## config.mk

```make
export PLATFORM = sky130hd
export DESIGN_NAME = logic_gate_unit
export DESIGN_NICKNAME = d
export VERILOG_FILES = /design/src/rtl/logic_gate_unit_pkg.sv /design/src/rtl/logic_gate_unit_debouncer.sv /design/src/rtl/logic_gate_unit.sv
export SDC_FILE = /design/constraint.sdc
export NUM_CORES = 1
export LEC_CHECK = 0
export ABC_AREA = 1
export ABC_CLOCK_PERIOD_IN_PS = 1700
export BUFFER_PORTS_ARGS = -buffer_cell sky130_fd_sc_hd__buf_2
export CAP_MARGIN = 40
export CORE_MARGIN = 2
export CORE_UTILIZATION = 30
export DETAILED_ROUTE_END_ITERATION = 10
export SLEW_MARGIN = 20
export SYNTH_ARGS = -nofsm -noshare
export SYNTH_HDL_FRONTEND = slang
export SYNTH_SLANG_ARGS = --single-unit
```

## constraint.sdc

```tcl
create_clock -name clk -period 1.7 [get_ports clk]
set_input_delay 0 -clock clk [delete_from_list [all_inputs] [get_ports clk]]
set_output_delay 0 -clock clk [all_outputs]
set_load 0.01 [all_outputs]
```

## src/rtl/logic_gate_unit_pkg.sv

```systemverilog
// Shared definitions for logic_gate_unit: function-select encodings,
// default debounce lengths and the debounce counter width helper.
package logic_gate_unit_pkg;

  typedef enum logic [2:0] {
    MODE_AND  = 3'd0,
    MODE_OR   = 3'd1,
    MODE_XOR  = 3'd2,
    MODE_NAND = 3'd3,
    MODE_NOR  = 3'd4,
    MODE_XNOR = 3'd5,
    MODE_PASS = 3'd6,
    MODE_NOT  = 3'd7
  } mode_e;

  localparam int unsigned DEBOUNCE_SIM   = 4;
  localparam int unsigned DEBOUNCE_BOARD = 50000;

  function automatic int unsigned deb_cnt_width(input int unsigned cycles);
    return $clog2(cycles) + 1;
  endfunction

endpackage

```

## src/rtl/logic_gate_unit_debouncer.sv

```systemverilog
// Single-channel input conditioner: 2-flop synchroniser followed by a
// stability counter that only lets a level through after DEBOUNCE_CYCLES.
module input_debouncer
  import logic_gate_unit_pkg::*;
#(
  parameter int unsigned DEBOUNCE_CYCLES = DEBOUNCE_SIM
) (
  input  logic clk,
  input  logic rst,
  input  logic raw_i,
  output logic clean_o
);

  localparam int unsigned CW = deb_cnt_width(DEBOUNCE_CYCLES);
  localparam logic [CW-1:0] LAST = CW'(DEBOUNCE_CYCLES - 1);

  logic          meta_q;
  logic          sync_q;
  logic          clean_q, clean_d;
  logic [CW-1:0] cnt_q, cnt_d;

  always_ff @(posedge clk) begin
    if (rst) begin
      meta_q  <= 1'b0;
      sync_q  <= 1'b0;
      clean_q <= 1'b0;
      cnt_q   <= '0;
    end else begin
      meta_q  <= raw_i;
      sync_q  <= meta_q;
      clean_q <= clean_d;
      cnt_q   <= cnt_d;
    end
  end

  // Any cycle where the synchronised level agrees with the clean one
  // restarts the count, so short glitches never accumulate.
  always_comb begin
    clean_d = clean_q;
    cnt_d   = '0;
    if (sync_q != clean_q) begin
      if (cnt_q == LAST) begin
        clean_d = sync_q;
      end else begin
        cnt_d = cnt_q + 1'b1;
      end
    end
  end

  assign clean_o = clean_q;

endmodule

```

## src/rtl/logic_gate_unit.sv

```systemverilog
// Debounced N-input selectable logic gate with registered output, change
// strobe and saturating toggle counter (counter built only with TOGGLE_COUNT_EN).
module logic_gate_unit
  import logic_gate_unit_pkg::*;
#(
  parameter int unsigned N_IN            = 2,
  parameter int unsigned DEBOUNCE_CYCLES = DEBOUNCE_SIM,
  parameter int unsigned CNT_W           = 8
) (
  input  logic             clk,
  input  logic             rst,
  input  logic [N_IN-1:0]  in_raw,
  input  logic [2:0]       mode,
  output logic             out_0,
  output logic             out_changed,
  output logic [N_IN-1:0]  in_clean,
  output logic [CNT_W-1:0] toggle_cnt
);

  logic  out_q, out_d;
  logic  chg_q;
  mode_e mode_sel;

  for (genvar g = 0; g < N_IN; g++) begin : g_deb
    input_debouncer #(
      .DEBOUNCE_CYCLES(DEBOUNCE_CYCLES)
    ) u_deb (
      .clk     (clk),
      .rst     (rst),
      .raw_i   (in_raw[g]),
      .clean_o (in_clean[g])
    );
  end

  assign mode_sel = mode_e'(mode);

  always_comb begin
    out_d = 1'b0;
    case (mode_sel)
      MODE_AND:  out_d = &in_clean;
      MODE_OR:   out_d = |in_clean;
      MODE_XOR:  out_d = ^in_clean;
      MODE_NAND: out_d = ~&in_clean;
      MODE_NOR:  out_d = ~|in_clean;
      MODE_XNOR: out_d = ~^in_clean;
      MODE_PASS: out_d = in_clean[0];
      MODE_NOT:  out_d = ~in_clean[0];
      default:   out_d = 1'b0;
    endcase
  end

  always_ff @(posedge clk) begin
    if (rst) begin
      out_q <= 1'b0;
      chg_q <= 1'b0;
    end else begin
      out_q <= out_d;
      chg_q <= (out_d != out_q);
    end
  end

  assign out_0       = out_q;
  assign out_changed = chg_q;

`ifdef TOGGLE_COUNT_EN
  logic [CNT_W-1:0] cnt_q, cnt_d;

  always_comb begin
    cnt_d = cnt_q;
    if ((out_d != out_q) && (cnt_q != '1)) begin
      cnt_d = cnt_q + 1'b1;
    end
  end

  always_ff @(posedge clk) begin
    if (rst) begin
      cnt_q <= '0;
    end else begin
      cnt_q <= cnt_d;
    end
  end

  assign toggle_cnt = cnt_q;
`else
  assign toggle_cnt = '0;
`endif

endmodule

```

# [After elaboration in Yosys (flattened, before gate mapping)]
# Index checks and enable logic that the tools add are counted.
[totals] register_bits=14 output_inout_bits=12
[op_classes] add_sub_neg=2 n_eq_ne=12 mux=1 bitwise=3 n_reduce_logical=11
[ops] operator="== test 3 x 2 -> 1 bit, second input constant" count=4
[ops] operator="== test 3 bit, second input constant" count=4
[ops] operator="one-hot mux 1 bit (8 select lines)" count=1
[ops] operator="adder 3 x 1 -> 3 bit, second input constant" count=2
[ops] operator="AND reduction 2 bit" count=3
[ops] operator="OR reduction 3 bit" count=2
[ops] operator="== test 3 x 1 -> 1 bit, second input constant" count=1
[ops] operator="zero test 3 bit" count=1
[ops] operator="inequality test 1 bit" count=3
[ops] operator="NOT 1 bit" count=3
[ops] operator="zero test 1 bit" count=2
[ops] operator="OR reduction 2 bit" count=1
[ops] operator="XNOR reduction 2 bit" count=1
[ops] operator="XOR reduction 2 bit" count=1

# [Logic depth before layout (Yosys ltp)]
[depth] word_depth=4 depth_mapped=9 ltp_nobuf=9

# [Hierarchy]
# From an unflattened synthesis, not the netlist that was laid out.
[hier_totals] hier_cells=95 area_unflattened_um2=719.4
[by_module_without_submodules] module="input_debouncer" instances=2 cells_per_inst=27 area_per_inst_um2=226.5
[by_module_without_submodules] module="logic_gate_unit" instances=1 cells_per_inst=41 area_per_inst_um2=266.5

# [Worst setup path after synthesis]
# OpenSTA, ideal clock, no wires.
[synth_timing] path_kind="reg2reg" from="register g_deb[0].u_deb.clean_q" to="register chg_q (netlist: out_changed)" setup_ps=115 arrival_ps=1138 required_time_ps=1585 path_slack_ps=447 path_stages_with_launch=9 period_less_slack_ps=1253 cell_sequence="dfxtp_1 -> inv_2 -> ha_1 -> inv_1 -> nand2_1 -> nand3_1 -> nand3_2 -> a21oi_1 -> nor2_1"
[synth_between] elab_chain_len=4 word_cells_on_any_way=9
[synth_rtl] item="start: declaration" line_no="logic_gate_unit_debouncer.sv:19" source="logic clean_q, clean_d;"
[synth_rtl] item="start signal: assignment" line_no="logic_gate_unit_debouncer.sv:31" source="clean_q <= clean_d;"
[synth_rtl] item="OR reduction 2 bit or AND reduction 2 bit (tied branches)"
[synth_rtl] item="zero test 1 bit (on tied branches)" line_no="logic_gate_unit.sv:44, logic_gate_unit.sv:43"
[synth_rtl] item="one-hot mux 1 bit (8 select lines) (*)" line_no="logic_gate_unit.sv:39" source="case (mode_sel)"
[synth_rtl] item="inequality test 1 bit (*)" line_no="logic_gate_unit.sv:58" source="chg_q <= (out_d != out_q);"
[synth_rtl] item="end signal: assignment" line_no="logic_gate_unit.sv:58"
[synth_rtl] item="end: declaration" line_no="logic_gate_unit.sv:21" source="logic chg_q;"
# Every way passes the cells marked *; elsewhere a longest branch is shown, timed or not.
# A chain may end at the register's enable or synchronous reset.

# [Worst setup path after layout]
# Ends and elaborated chain as after synthesis.

==> run metrics <==
status completed; total iterations of the first detailed-routing run 3; max-slew violation count 0; standard-cell rows 17; static leakage 0.0004110 uW; Post-synth EDFFs 0; clk root buf clkbuf_4; Post-DP HPWL 801.4 microns; Worst-path clk slew 80 ps; vias in the first global route 476; share of post-route cells with drive strength above 1 0.1923; area grow syn2layout 17.79%; Max stage delay cell, worst path dfxtp_1; DR vias 525; sequential area share after synthesis 0.4065; Worst IR Drop VDD 611.5 uV; Layout Skew 2.375 ps; die width 51.94 microns; HP Start mode[2]; setup_tns 0 ps; remaining global-route overflow 0; Netlist cell types 13; Syn Area/Cell 7.834 sq um; post-route cell area 812.0 sq um; Mapped Cells 88; initial antenna violation count 0; CTS sink cnt 14; CP Class flop to flop; Final Hold Fails 0; slowest cell delay on critical path 450 ps; #FFs+latches synth 14; RR Endpoint out_changed; Hold EP out_0; Finish-stage setup viols 0; HP Class input pin to flop; Synth async-reset ratio 0; H-tree levels 1; Clock Latency Late Sink 270 ps; GP Congestion 0.7986; CP Capture Type flop; Setup Fix Bufs, Post-CTS 0; crit path cell chain inv_2 -> ha_1 -> inv_1 -> nand2_1 -> nand3_1 -> nand3_2 -> a21oi_1 -> nor2_1; Final period util 0.7954; Initial Utilization 0.3147; max cap viols 0; top cell type by total area after synthesis dfxtp_1; ant diodes 0; Post-DP Area 725.7 sq um; WHS 13.85 ps; Num CTS Buffers 3; fin crit period 1352 ps; Worst R2R Setup Slack 350 ps; DIE AREA 2697 sq um; Avg WL per Cell 7.417 microns; Post-Route WL 979 microns; Pwr Density 780.7 nW/um^2; largest net degree at the start of global routing 9; DIE HEIGHT 51.94 microns; GRT Util Overall 0.08740; Cell Area, Synth 689.4 sq um; first-pass GRT wire length 1738 microns; Port Buf Inserts 10; io pins 19; top-count cell post-synth inv_1; Max Freq 739.6 MHz; CTS tree yes; Avg Vias per Cell 3.977; Worst setup SP type flop; CTS Buffer Depth 2; worst reg2reg path startpoint g_deb[0].u_deb.clean_o; Yosys top cell area share 0.4065; Synth top cells by count inv_1, dfxtp_1, nor2_1, buf_4, nand2_1; fin nets 118; worst r2r path cells 8; crit path max fanout 7; Synth Flop Type dfxtp_1; Yosys warning count 0; drt drc 0; Iter 0 DRT Violations 4; Core Region 2191 sq um; RSZ-0062 raised after global routing no; worst path required time 1870 ps; CTS resizes 0; Crit path arrival time 1530 ps; hold path cells 3; largest cells by area after synthesis dfxtp_1, buf_4, ha_1, inv_1, nor2_1; antenna viol nets, final 0
[how the worst max path moves through the flow]
| stage | startpoint | slack, ps | end | depth (start not counted) |
|---|---|---|---|---|
| floorplan | g_deb[0].u_deb.clean_o | 450 | out_changed | 8 |
| global placement | g_deb[0].u_deb.clean_o | 410 | out_changed | 8 |
| detailed placement | g_deb[0].u_deb.clean_o | 350 | out_changed | 8 |
| CTS | g_deb[0].u_deb.clean_o | 330 | out_changed | 8 |
| global route | g_deb[0].u_deb.clean_o | 160 | out_changed | 8 |
| finish | g_deb[0].u_deb.clean_o | 350 | out_changed | 8 |
[repair_timing]
| action | in CTS | in global routing |
|---|---|---|
| setup endpoints to repair | 0 | 0 |
| endpoints found under the hold margin | 5 | 0 |
| hold buffers | 5 | 0 |
[routing by layer]
metal,up-vias,global-route usage,part of all wire
met2,12,0.1456,0.50
met1,225,0.09171,0.42
met5,-,0,0
met3,4,0.03448,0.054
li1,284,-,-
met4,0,0.05263,0.019
[state kept, by name, indices dropped and copies added, names as in the netlist]
signal / count
g_deb.u_deb.clean_o: 2
g_deb.u_deb.cnt_q: 6
g_deb.u_deb.sync_q: 2
out_changed: 1
out_0: 1
g_deb.u_deb.meta_q: 2
[power breakdown]
part	total [uW]	internal (uW)	switching (uW)	leakage, uW
clock network	232	130	101	0.0000210
registers	341	337	3.75	0.000114
logic	61.1	26.2	34.9	0.000276
[metrics by stage]
stage,util,setup WS (ps),instances,total power (uW)
3_3_place_gp,0.3312,410.5,123,400.4
4_1_cts,0.3706,333.4,132,647.6
6_report,0.3706,347.8,132,634.0
5_1_grt,0.3706,156.6,132,671.2
3_5_place_dp,0.3312,346.2,123,401.8
2_1_floorplan,-,447.4,95,396.5
[cell usage in the layout (no fill, tap or decap)]
cell type	count
a21oi_1	6
buf_2	10
clkbuf_4	3
clkbuf_8	1
conb_1	8
dfxtp_1	14
dlygate4sd3_1	5
ha_1	6
inv_1	17
inv_2	3
nand2_1	9
nand3_1	4
nand3_2	3
nor2_1	11
o211ai_1	2
o21ai_0	2
[worst max-delay path, delay by kind of cell (launching register included)]
kind                     cells  cell delay (ps)
flip-flops                   1              450
buffers and inverters        2              120
AND/OR/NAND/NOR              4              240
AO/OA/AOI/OAI                1              130
adder cells (fa/ha/maj)      1              310
[final cells by class]
type,instances,area [sq um]
flip-flops and latches,14,280.3
repair buffers,15,100.1
well taps,28,35.03
fillers,234,1379
inverters,20,75.07
multi-input cells,51,285.3
clock buffers,4,36.28
[cell families (layout without fill, tap and decap cells)]
group	after synthesis	after routing	share of synthesized area
buf+inv	30	39	0.2178
simple gates	27	27	0.1815
flops	14	14	0.4065
compound gates	10	10	0.07985
fa+ha+maj	6	6	0.1089
other cells	1	8	0.005439
Power figures use the tool's default switching activity.
